[config.mk]
export PLATFORM = sky130hd
export DESIGN_NAME = button_rgb_reader
export DESIGN_NICKNAME = d
export VERILOG_FILES = /design/src/rtl/button_rgb_reader_pkg.sv /design/src/rtl/button_rgb_reader_debouncer.sv /design/src/rtl/button_rgb_reader.sv
export SDC_FILE = /design/constraint.sdc
export NUM_CORES = 1
export LEC_CHECK = 0
export ABC_AREA = 1
export CAP_MARGIN = 20
export CORE_MARGIN = 1.5
export CORE_UTILIZATION = 40
export DETAILED_ROUTE_END_ITERATION = 6
export PLACE_DENSITY = 0.6
export SLEW_MARGIN = 20
export SYNTH_ARGS = -nofsm -noshare
export SYNTH_HDL_FRONTEND = slang
export SYNTH_SLANG_ARGS = --single-unit
[constraint.sdc]
create_clock -name clk -period 2.25 [get_ports clk]
set_input_delay 0.3375 -clock clk [delete_from_list [all_inputs] [get_ports clk]]
set_output_delay 0.3375 -clock clk [all_outputs]
set_load 0.05 [all_outputs]
[src/rtl/button_rgb_reader_pkg.sv]
`default_nettype none
// ============================================================================
//  Package     : button_rgb_pkg
//  Description : Shared types and constants for the button-driven RGB reader:
//                press-classifier FSM states and the 7-entry colour table.
//  Revision    : 1.0 - initial release
// ============================================================================
package button_rgb_pkg;

  // Press classifier states
  typedef enum logic [1:0] {
    ST_IDLE = 2'd0,
    ST_HELD = 2'd1,
    ST_LONG = 2'd2
  } btn_state_t;

  // Colour sequence, active-high {R,G,B}; entry 0 is leftmost
  localparam logic [0:6][2:0] COLOUR_TABLE = {
    3'b100,   // 0 R
    3'b010,   // 1 G
    3'b001,   // 2 B
    3'b110,   // 3 R+G
    3'b011,   // 4 G+B
    3'b101,   // 5 R+B
    3'b111    // 6 R+G+B
  };

  localparam logic [2:0] COLOUR_LAST  = 3'd6;
  localparam logic [2:0] COLOUR_RESET = 3'd1;

  // Table lookup; the unused index 7 maps to dark rather than out of range
  function automatic logic [2:0] colour_rgb(input logic [2:0] idx);
    colour_rgb = (idx <= COLOUR_LAST) ? COLOUR_TABLE[idx] : 3'b000;
  endfunction

endpackage
`default_nettype wire

[src/rtl/button_rgb_reader_debouncer.sv]
`default_nettype none
// ============================================================================
//  Module      : button_debouncer
//  Description : Two-flop synchroniser for the raw active-low button, a
//                consecutive-sample debouncer and press/release edge detect.
//  Revision    : 1.0 - initial release
// ============================================================================
module button_debouncer #(
  parameter int DEBOUNCE_CYCLES = 120000
) (
  input  logic clk,
  input  logic rst,
  input  logic btn_n,
  output logic db,
  output logic press_evt,
  output logic release_evt
);

  localparam int CNT_W = $clog2(DEBOUNCE_CYCLES);

  logic             sync1;
  logic             btn_s;
  logic [CNT_W-1:0] cnt;
  logic             db_q;

  // Synchroniser; both stages idle at the released level
  always_ff @(posedge clk) begin
    if (rst) begin
      sync1 <= 1'b1;
      btn_s <= 1'b1;
    end else begin
      sync1 <= btn_n;
      btn_s <= sync1;
    end
  end

  // Accept a level change only after DEBOUNCE_CYCLES consecutive differing samples
  always_ff @(posedge clk) begin
    if (rst) begin
      cnt <= '0;
      db  <= 1'b0;
    end else if (!btn_s == db) begin
      cnt <= '0;
    end else if (cnt == CNT_W'(DEBOUNCE_CYCLES - 1)) begin
      db  <= ~db;
      cnt <= '0;
    end else begin
      cnt <= cnt + CNT_W'(1);
    end
  end

  // Previous debounced level for edge detection
  always_ff @(posedge clk) begin
    if (rst) db_q <= 1'b0;
    else     db_q <= db;
  end

  assign press_evt   =  db & ~db_q;
  assign release_evt = ~db &  db_q;

endmodule
`default_nettype wire

[src/rtl/button_rgb_reader.sv]
`default_nettype none
// ============================================================================
//  Module      : button_rgb_reader
//  Description : Debounced user button classified into short/long presses.
//                Short presses step a 7-colour sequence, long presses toggle
//                the LEDs. LED outputs are registered and active-low.
//  Revision    : 1.0 - initial release
// ============================================================================
module button_rgb_reader
  import button_rgb_pkg::*;
#(
  parameter int DEBOUNCE_CYCLES = 120000,
  parameter int LONG_CYCLES     = 12000000
) (
  input  logic clk,
  input  logic rst,
  input  logic btn_n,
  output logic btn_pressed,
  output logic short_pulse,
  output logic long_pulse,
  output logic led_red,
  output logic led_green,
  output logic led_blue
);

  localparam int HOLD_W = $clog2(LONG_CYCLES);

  logic              db;
  logic              press_evt;
  logic              release_evt;
  btn_state_t        state;
  btn_state_t        state_nxt;
  logic [HOLD_W-1:0] hold_cnt;
  logic              hold_done;
  logic              short_evt;
  logic              long_evt;
  logic [2:0]        colour_idx;
  logic              leds_on;
  logic [2:0]        lit_rgb;

  button_debouncer #(
    .DEBOUNCE_CYCLES (DEBOUNCE_CYCLES)
  ) u_debouncer (
    .clk         (clk),
    .rst         (rst),
    .btn_n       (btn_n),
    .db          (db),
    .press_evt   (press_evt),
    .release_evt (release_evt)
  );

  assign btn_pressed = db;
  assign hold_done   = (hold_cnt == HOLD_W'(LONG_CYCLES - 1));

  // Classifier state register
  always_ff @(posedge clk) begin
    if (rst) state <= ST_IDLE;
    else     state <= state_nxt;
  end

  // Hold-length counter: cleared on press, counts while held, parks at the limit
  always_ff @(posedge clk) begin
    if (rst) begin
      hold_cnt <= '0;
    end else if (state == ST_IDLE && press_evt) begin
      hold_cnt <= '0;
    end else if (state == ST_HELD && !hold_done) begin
      hold_cnt <= hold_cnt + HOLD_W'(1);
    end
  end

  // Next-state logic; a release beats the long threshold in the same cycle
  always_comb begin
    state_nxt = state;
    case (state)
      ST_IDLE: if (press_evt) state_nxt = ST_HELD;
      ST_HELD: begin
        if (release_evt)    state_nxt = ST_IDLE;
        else if (hold_done) state_nxt = ST_LONG;
      end
      ST_LONG: if (release_evt) state_nxt = ST_IDLE;
      default: state_nxt = ST_IDLE;
    endcase
  end

  // Classification events, decoded from the HELD state only
  always_comb begin
    short_evt = 1'b0;
    long_evt  = 1'b0;
    if (state == ST_HELD) begin
      if (release_evt)    short_evt = 1'b1;
      else if (hold_done) long_evt  = 1'b1;
    end
  end

  // Registered one-cycle pulses
  always_ff @(posedge clk) begin
    if (rst) begin
      short_pulse <= 1'b0;
      long_pulse  <= 1'b0;
    end else begin
      short_pulse <= short_evt;
      long_pulse  <= long_evt;
    end
  end

  // Colour index steps on short presses, enable toggles on long presses
  always_ff @(posedge clk) begin
    if (rst) begin
      colour_idx <= COLOUR_RESET;
      leds_on    <= 1'b1;
    end else begin
      if (short_pulse)
        colour_idx <= (colour_idx == COLOUR_LAST) ? 3'd0 : colour_idx + 3'd1;
      if (long_pulse)
        leds_on <= ~leds_on;
    end
  end

  assign lit_rgb = colour_rgb(colour_idx) & {3{leds_on}};

  // Registered active-low LED pins; reset shows the reset colour (green)
  always_ff @(posedge clk) begin
    if (rst) begin
      led_red   <= 1'b1;
      led_green <= 1'b0;
      led_blue  <= 1'b1;
    end else begin
      led_red   <= ~lit_rgb[2];
      led_green <= ~lit_rgb[1];
      led_blue  <= ~lit_rgb[0];
    end
  end

endmodule
`default_nettype wire

# Word level (Yosys, flattened, before mapping)
# Memory sizes are Yosys's and may differ from the RTL's.
# Index checks and enable logic that the tools add are counted.
# totals
elab_cells	63
output_inout_bits	6
latch_bits	0
regBits	56
ramBits	0
n_memories	1
romBits	24
# memory_table
name	words	word_bits	rd	rd_ports_with_merged_regs	wr	line	rtl
(name not given)	8	3	1	0	0	button_rgb_reader_pkg.sv:33	colour_rgb = (idx <= COLOUR_LAST) ? COLOUR_TABLE[idx] : 3'b000;
# op_classes
n_bitwise	12
div	0
add_sub_neg	3
n_reduce_logical	11
magnitude_cmp	2
n_mul	0
n_eq_ne	9
n_mux	11
shifts	0
# op_table
cell	count
adder 24 x 1 -> 24 bit (second input constant)	1
equality test 24 bit (second input constant)	1
adder 17 x 1 -> 17 bit (second input constant)	1
equality test 17 bit (second input constant)	1
two-way mux 3 bit	4
two-way mux 2 bit	4
inverter 1 bit	8
one-hot mux 2 bit (3 select lines)	1
OR reduction 3 bit	2
>= comparator 4 bit (second input constant)	1
!= test 2 bit (second input constant)	2
inverter 3 -> 4 bit	1
OR reduction 2 bit	2
adder 3 x 1 -> 3 bit (second input constant)	1
bitwise AND 3 bit	1
equality test 3 bit (second input constant)	1
<= comparator 3 bit (second input constant)	1
!= test 3 bit (second input constant)	1
AND reduction 3 bit	1
bitwise AND 1 bit	2
equality test 2 x 1 -> 1 bit (second input constant)	1
equality test 2 bit (second input constant)	1
logical AND 1 bit	2
logical NOT 1 bit	2
4 further kinds	5

# Longest topological paths before layout
# logic_depth
ltp_word	7
depth_mapped	10
ltp_nobuf	9

# By module
# A second synthesis with hierarchy kept.
# hier_totals
cells_unflattened	488
hier_area_um2	3256.9
# by_module_without_submodules
mod	area_per_inst_um2	seq_area_each_um2	n_inst	cells_per_inst
button_rgb_reader	2222.1	700.7	1	335
button_debouncer	1034.7	420.4	1	153

# Worst setup path before layout
# OpenSTA, ideal clock, no wires.
# synth_path
path_type	reg-to-reg
startpoint	reg u_debouncer.db
endpoint	reg u_debouncer.cnt[15]
n_path_buf	1
path_stages_with_launch	7
period_less_slack_ps	1514
t_arrival_ps	1399
setup_time_ps	115
slack_ps	736
required_ps	2135
path_cell_list	dfxtp_1 inv_1 o21ai_0 a21oi_1 nand2_1 buf_4 nor2_1
# synth_via
elab_chain_len	2
# synth_rtl
element	line	rtl
start, declared	button_rgb_reader_debouncer.sv:14	output logic db,
start signal, assigned	button_rgb_reader_debouncer.sv:45	db <= ~db;
equality test 1 bit	button_rgb_reader_debouncer.sv:42	end else if (!btn_s == db) begin
OR reduction 3 bit (no line)	n/a	
end signal, assigned	button_rgb_reader_debouncer.sv:48	cnt <= cnt + CNT_W'(1);
end, declared	button_rgb_reader_debouncer.sv:23	logic [CNT_W-1:0] cnt;
# No other way between the ends.
# A chain may end at the register's enable or synchronous reset.

# Final worst setup path
# layout_path
startpoint	reg short_pulse
endpoint	out short_pulse
# layout_lines
element	line	rtl
start, declared	button_rgb_reader.sv:19	output logic short_pulse,
start signal, assigned	button_rgb_reader.sv:102	short_pulse <= short_evt;
# No word-level cell between the ends.

==> metrics.cfg <==
[status]
status = completed

[floorplanning]
start_util_pct = 41.0
design.core.area_um2 = 7210
dieArea_um2 = 7920
rows = 31
num_io_pins = 9
die_h_um = 89.0
dieWidth_um = 89.0

[cells_and_area]
layout_commonest_cell = nand2_1
n_fill_cell = 790
drive_above_1_share_pct = 4.58
final_cells = 558
mostFrequentLayoutCells = nand2_1 (137), nor2_1 (72), dfxtp_1 (56), inv_1 (46), a21oi_1 (31)
nets = 468
areaGrowthSynthToFinish_pct = 9.18
design_area_um2 = 3230
final_util_pct = 44.8
diodes = 0

[yosys]
synth_cells = 447
yosys_warnings = 0
ys_seq_area_share_pct = 37.9
async_flop_share_pct = 0
synth.cell_area_um2 = 2960
ys_types = 28
postSynthNetCount = 457
synth_seq_cells = 56
synth_edf_count = 0
syn_avg_cell_area_um2 = 6.62
synth_flop_cell = dfxtp_1

[min_path]
hold_path_class = register to register
hold_start = u_debouncer.sync1$_SDFF_PP1_

[placed_design]
dp.cells = 550
dpl_cell_area_um2 = 3140
routabilityCongestion = 0.829
io_buffer_count = 8
dpl.hpwl_mm = 4.56

[clock_network]
post_cts_resized = 0
post_cts_buffers = 0
clockBufferDepth = 2
ctsHtreeMaxLevel = 2
cts_buffers = 5
ctsHoldBuffers = 0
cts_tree = done
clk_pin_slew_ns = 0.10
cts_root_buffer = clkbuf_8
clock_latency_ns = 0.31
clock_sinks = 56

[sta]
fin_skew_ns = 0.00876
grt_setup_unrepaired = false
drv_slew = 0
fmax_mhz = 520
setup_viol = 0
hold_violations = 0
min_period_ns = 1.92
post-route-period-util_pct = 85.5
worst_slew_pin_slew_ns = 0.606
tns_ns = 0
relSlewSlack_pct = 59.5
hold_slack_ns = 0.416

[global_routing]
grt_max_degree = 25
antenna_found_initial = 0
grt-ovfl-total = 0
grt_first_pass_wirelength_mm = 10.4
grt_usage_pct = 16.4
grt_pass1_vias = 2418

[pwr]
p_int_uw = 1230
p_per_area_nw_per_um2 = 487
power_frac_comb_pct = 1.9
p_sw_share_pct = 22.0
p_clk_share_pct = 34.9
peakVddDrop_mv = 0.191
power_frac_seq_pct = 63.2
power_switching_uw = 346
p_leak_uw = 0.00112

[critical_path]
cp.required_ns = 1.91
critical_path.max_stage_delay_ns = 0.84
cp-startpoint = short_pulse$_SDFF_PP0_
cp_top_family = buffers and inverters
reg2reg_from = u_debouncer.cnt[0]$_SDFF_PP0_
crit_buf_inv = 1
arrival_ns = 1.59
slowest_stage = clkdlybuf4s50_1
start_kind = register
worstSetupEndpointType = primary output
cp_max_fo = 6
worstSetupPathType = register to primary output
cp_cell_sequence = clkdlybuf4s50_1

[detailed_routing]
initialDrtViolationCount = 110
first_pass_iters = 4
drcViolationCount = 0
via_per_inst = 4.73
finalWirelength_mm = 6.13
num_vias = 2641
wl_per_cell_um = 11.0
final_antenna_net_count = 0

[flow_run]
cap_violations = 0

==> final timing paths <==
kind	end	slack, ns	depth (start not counted)
setup / recovery	short_pulse	0.33	1
hold / removal	u_debouncer.btn_s$_SDFF_PP1_	0.42	1
setup reg to reg	u_debouncer.cnt[13]$_SDFF_PP0_	0.43	8
hold reg to reg	u_debouncer.btn_s$_SDFF_PP1_	0.42	1
==> cells by family (layout without fill, tap and decap cells) <==
kind of cell / after synthesis / count (layout) / share of synthesized area, %
and+or+nand+nor: 262 / 262 / 37.0
buffers and inverters: 57 / 69 / 8.38
DFF: 56 / 56 / 37.9
AOI/OAI and AO/OA: 46 / 46 / 8.12
xor gates and xnor gates: 19 / 19 / 5.63
adders and majority gates: 7 / 7 / 2.96
==> per-stage QoR <==
stage	total power (µW)	setup WS (ns)
6_report	1570	0.327
4_1_cts	1600	0.308
2_1_floorplan	1030	0.736
3_3_place_gp	1050	0.456
5_1_grt	1640	0.209
3_5_place_dp	1050	0.421
==> synthesized netlist by cell type (all sizes together) (3+ instances only) <==
library cell | n | share of area, %
nor3b | 3 | 0.76
clkbuf | 3 | 0.38
nor2 | 73 | 9.3
nand3 | 20 | 3.6
o21ai | 10 | 1.7
ha | 7 | 3.0
buf | 5 | 1.8
inv | 49 | 6.2
dfxtp | 56 | 38
nand2 | 139 | 18
xnor2 | 7 | 2.1
o211ai | 3 | 0.76
nor3 | 13 | 2.4
nand4 | 10 | 2.1
xor2 | 12 | 3.6
a21oi | 31 | 5.2
==> state kept, by name, indices dropped and copies added, names as in the netlist <==
register / cells
hold_cnt: 24
u_debouncer.cnt: 17
colour_idx: 3
state: 2
led_blue: 1
led_green: 1
led_red: 1
leds_on: 1
long_pulse: 1
short_pulse: 1
u_debouncer.btn_s: 1
u_debouncer.db: 1
u_debouncer.db_q: 1
u_debouncer.sync1: 1
==> power by group through the flow <==
stage	sequential (µW)	clock, µW	combinational, µW
detailed placement	1020	0	30.7
CTS	994	574	30.8
global route	994	607	33.4
global placement	1020	0	30.8
finish	994	549	30.3
floorplan	1020	0	16.2
==> area by class of cell <==
class / instances / area, µm² / area share, %
Timing Repair Buffer: 12 / 123 / 3.80
Sequential cell: 56 / 1120 / 34.7
Tap cell: 99 / 124 / 3.84
Inverter: 49 / 184 / 5.70
Clock inverter: 2 / 16.3 / 0.504
Multi-Input combinational cell: 334 / 1590 / 49.2
Clock buffer: 6 / 72.6 / 2.25
==> metal layers <==
metal	vias to the layer above	global-route usage (%)	wire [µm]
li1	1432	-	-
met1	1186	20.3	3100
met5	-	0	0
met3	4	2.49	138
met2	19	29.5	2850
met4	0	4.90	42
(Power assumes the default switching activity.)
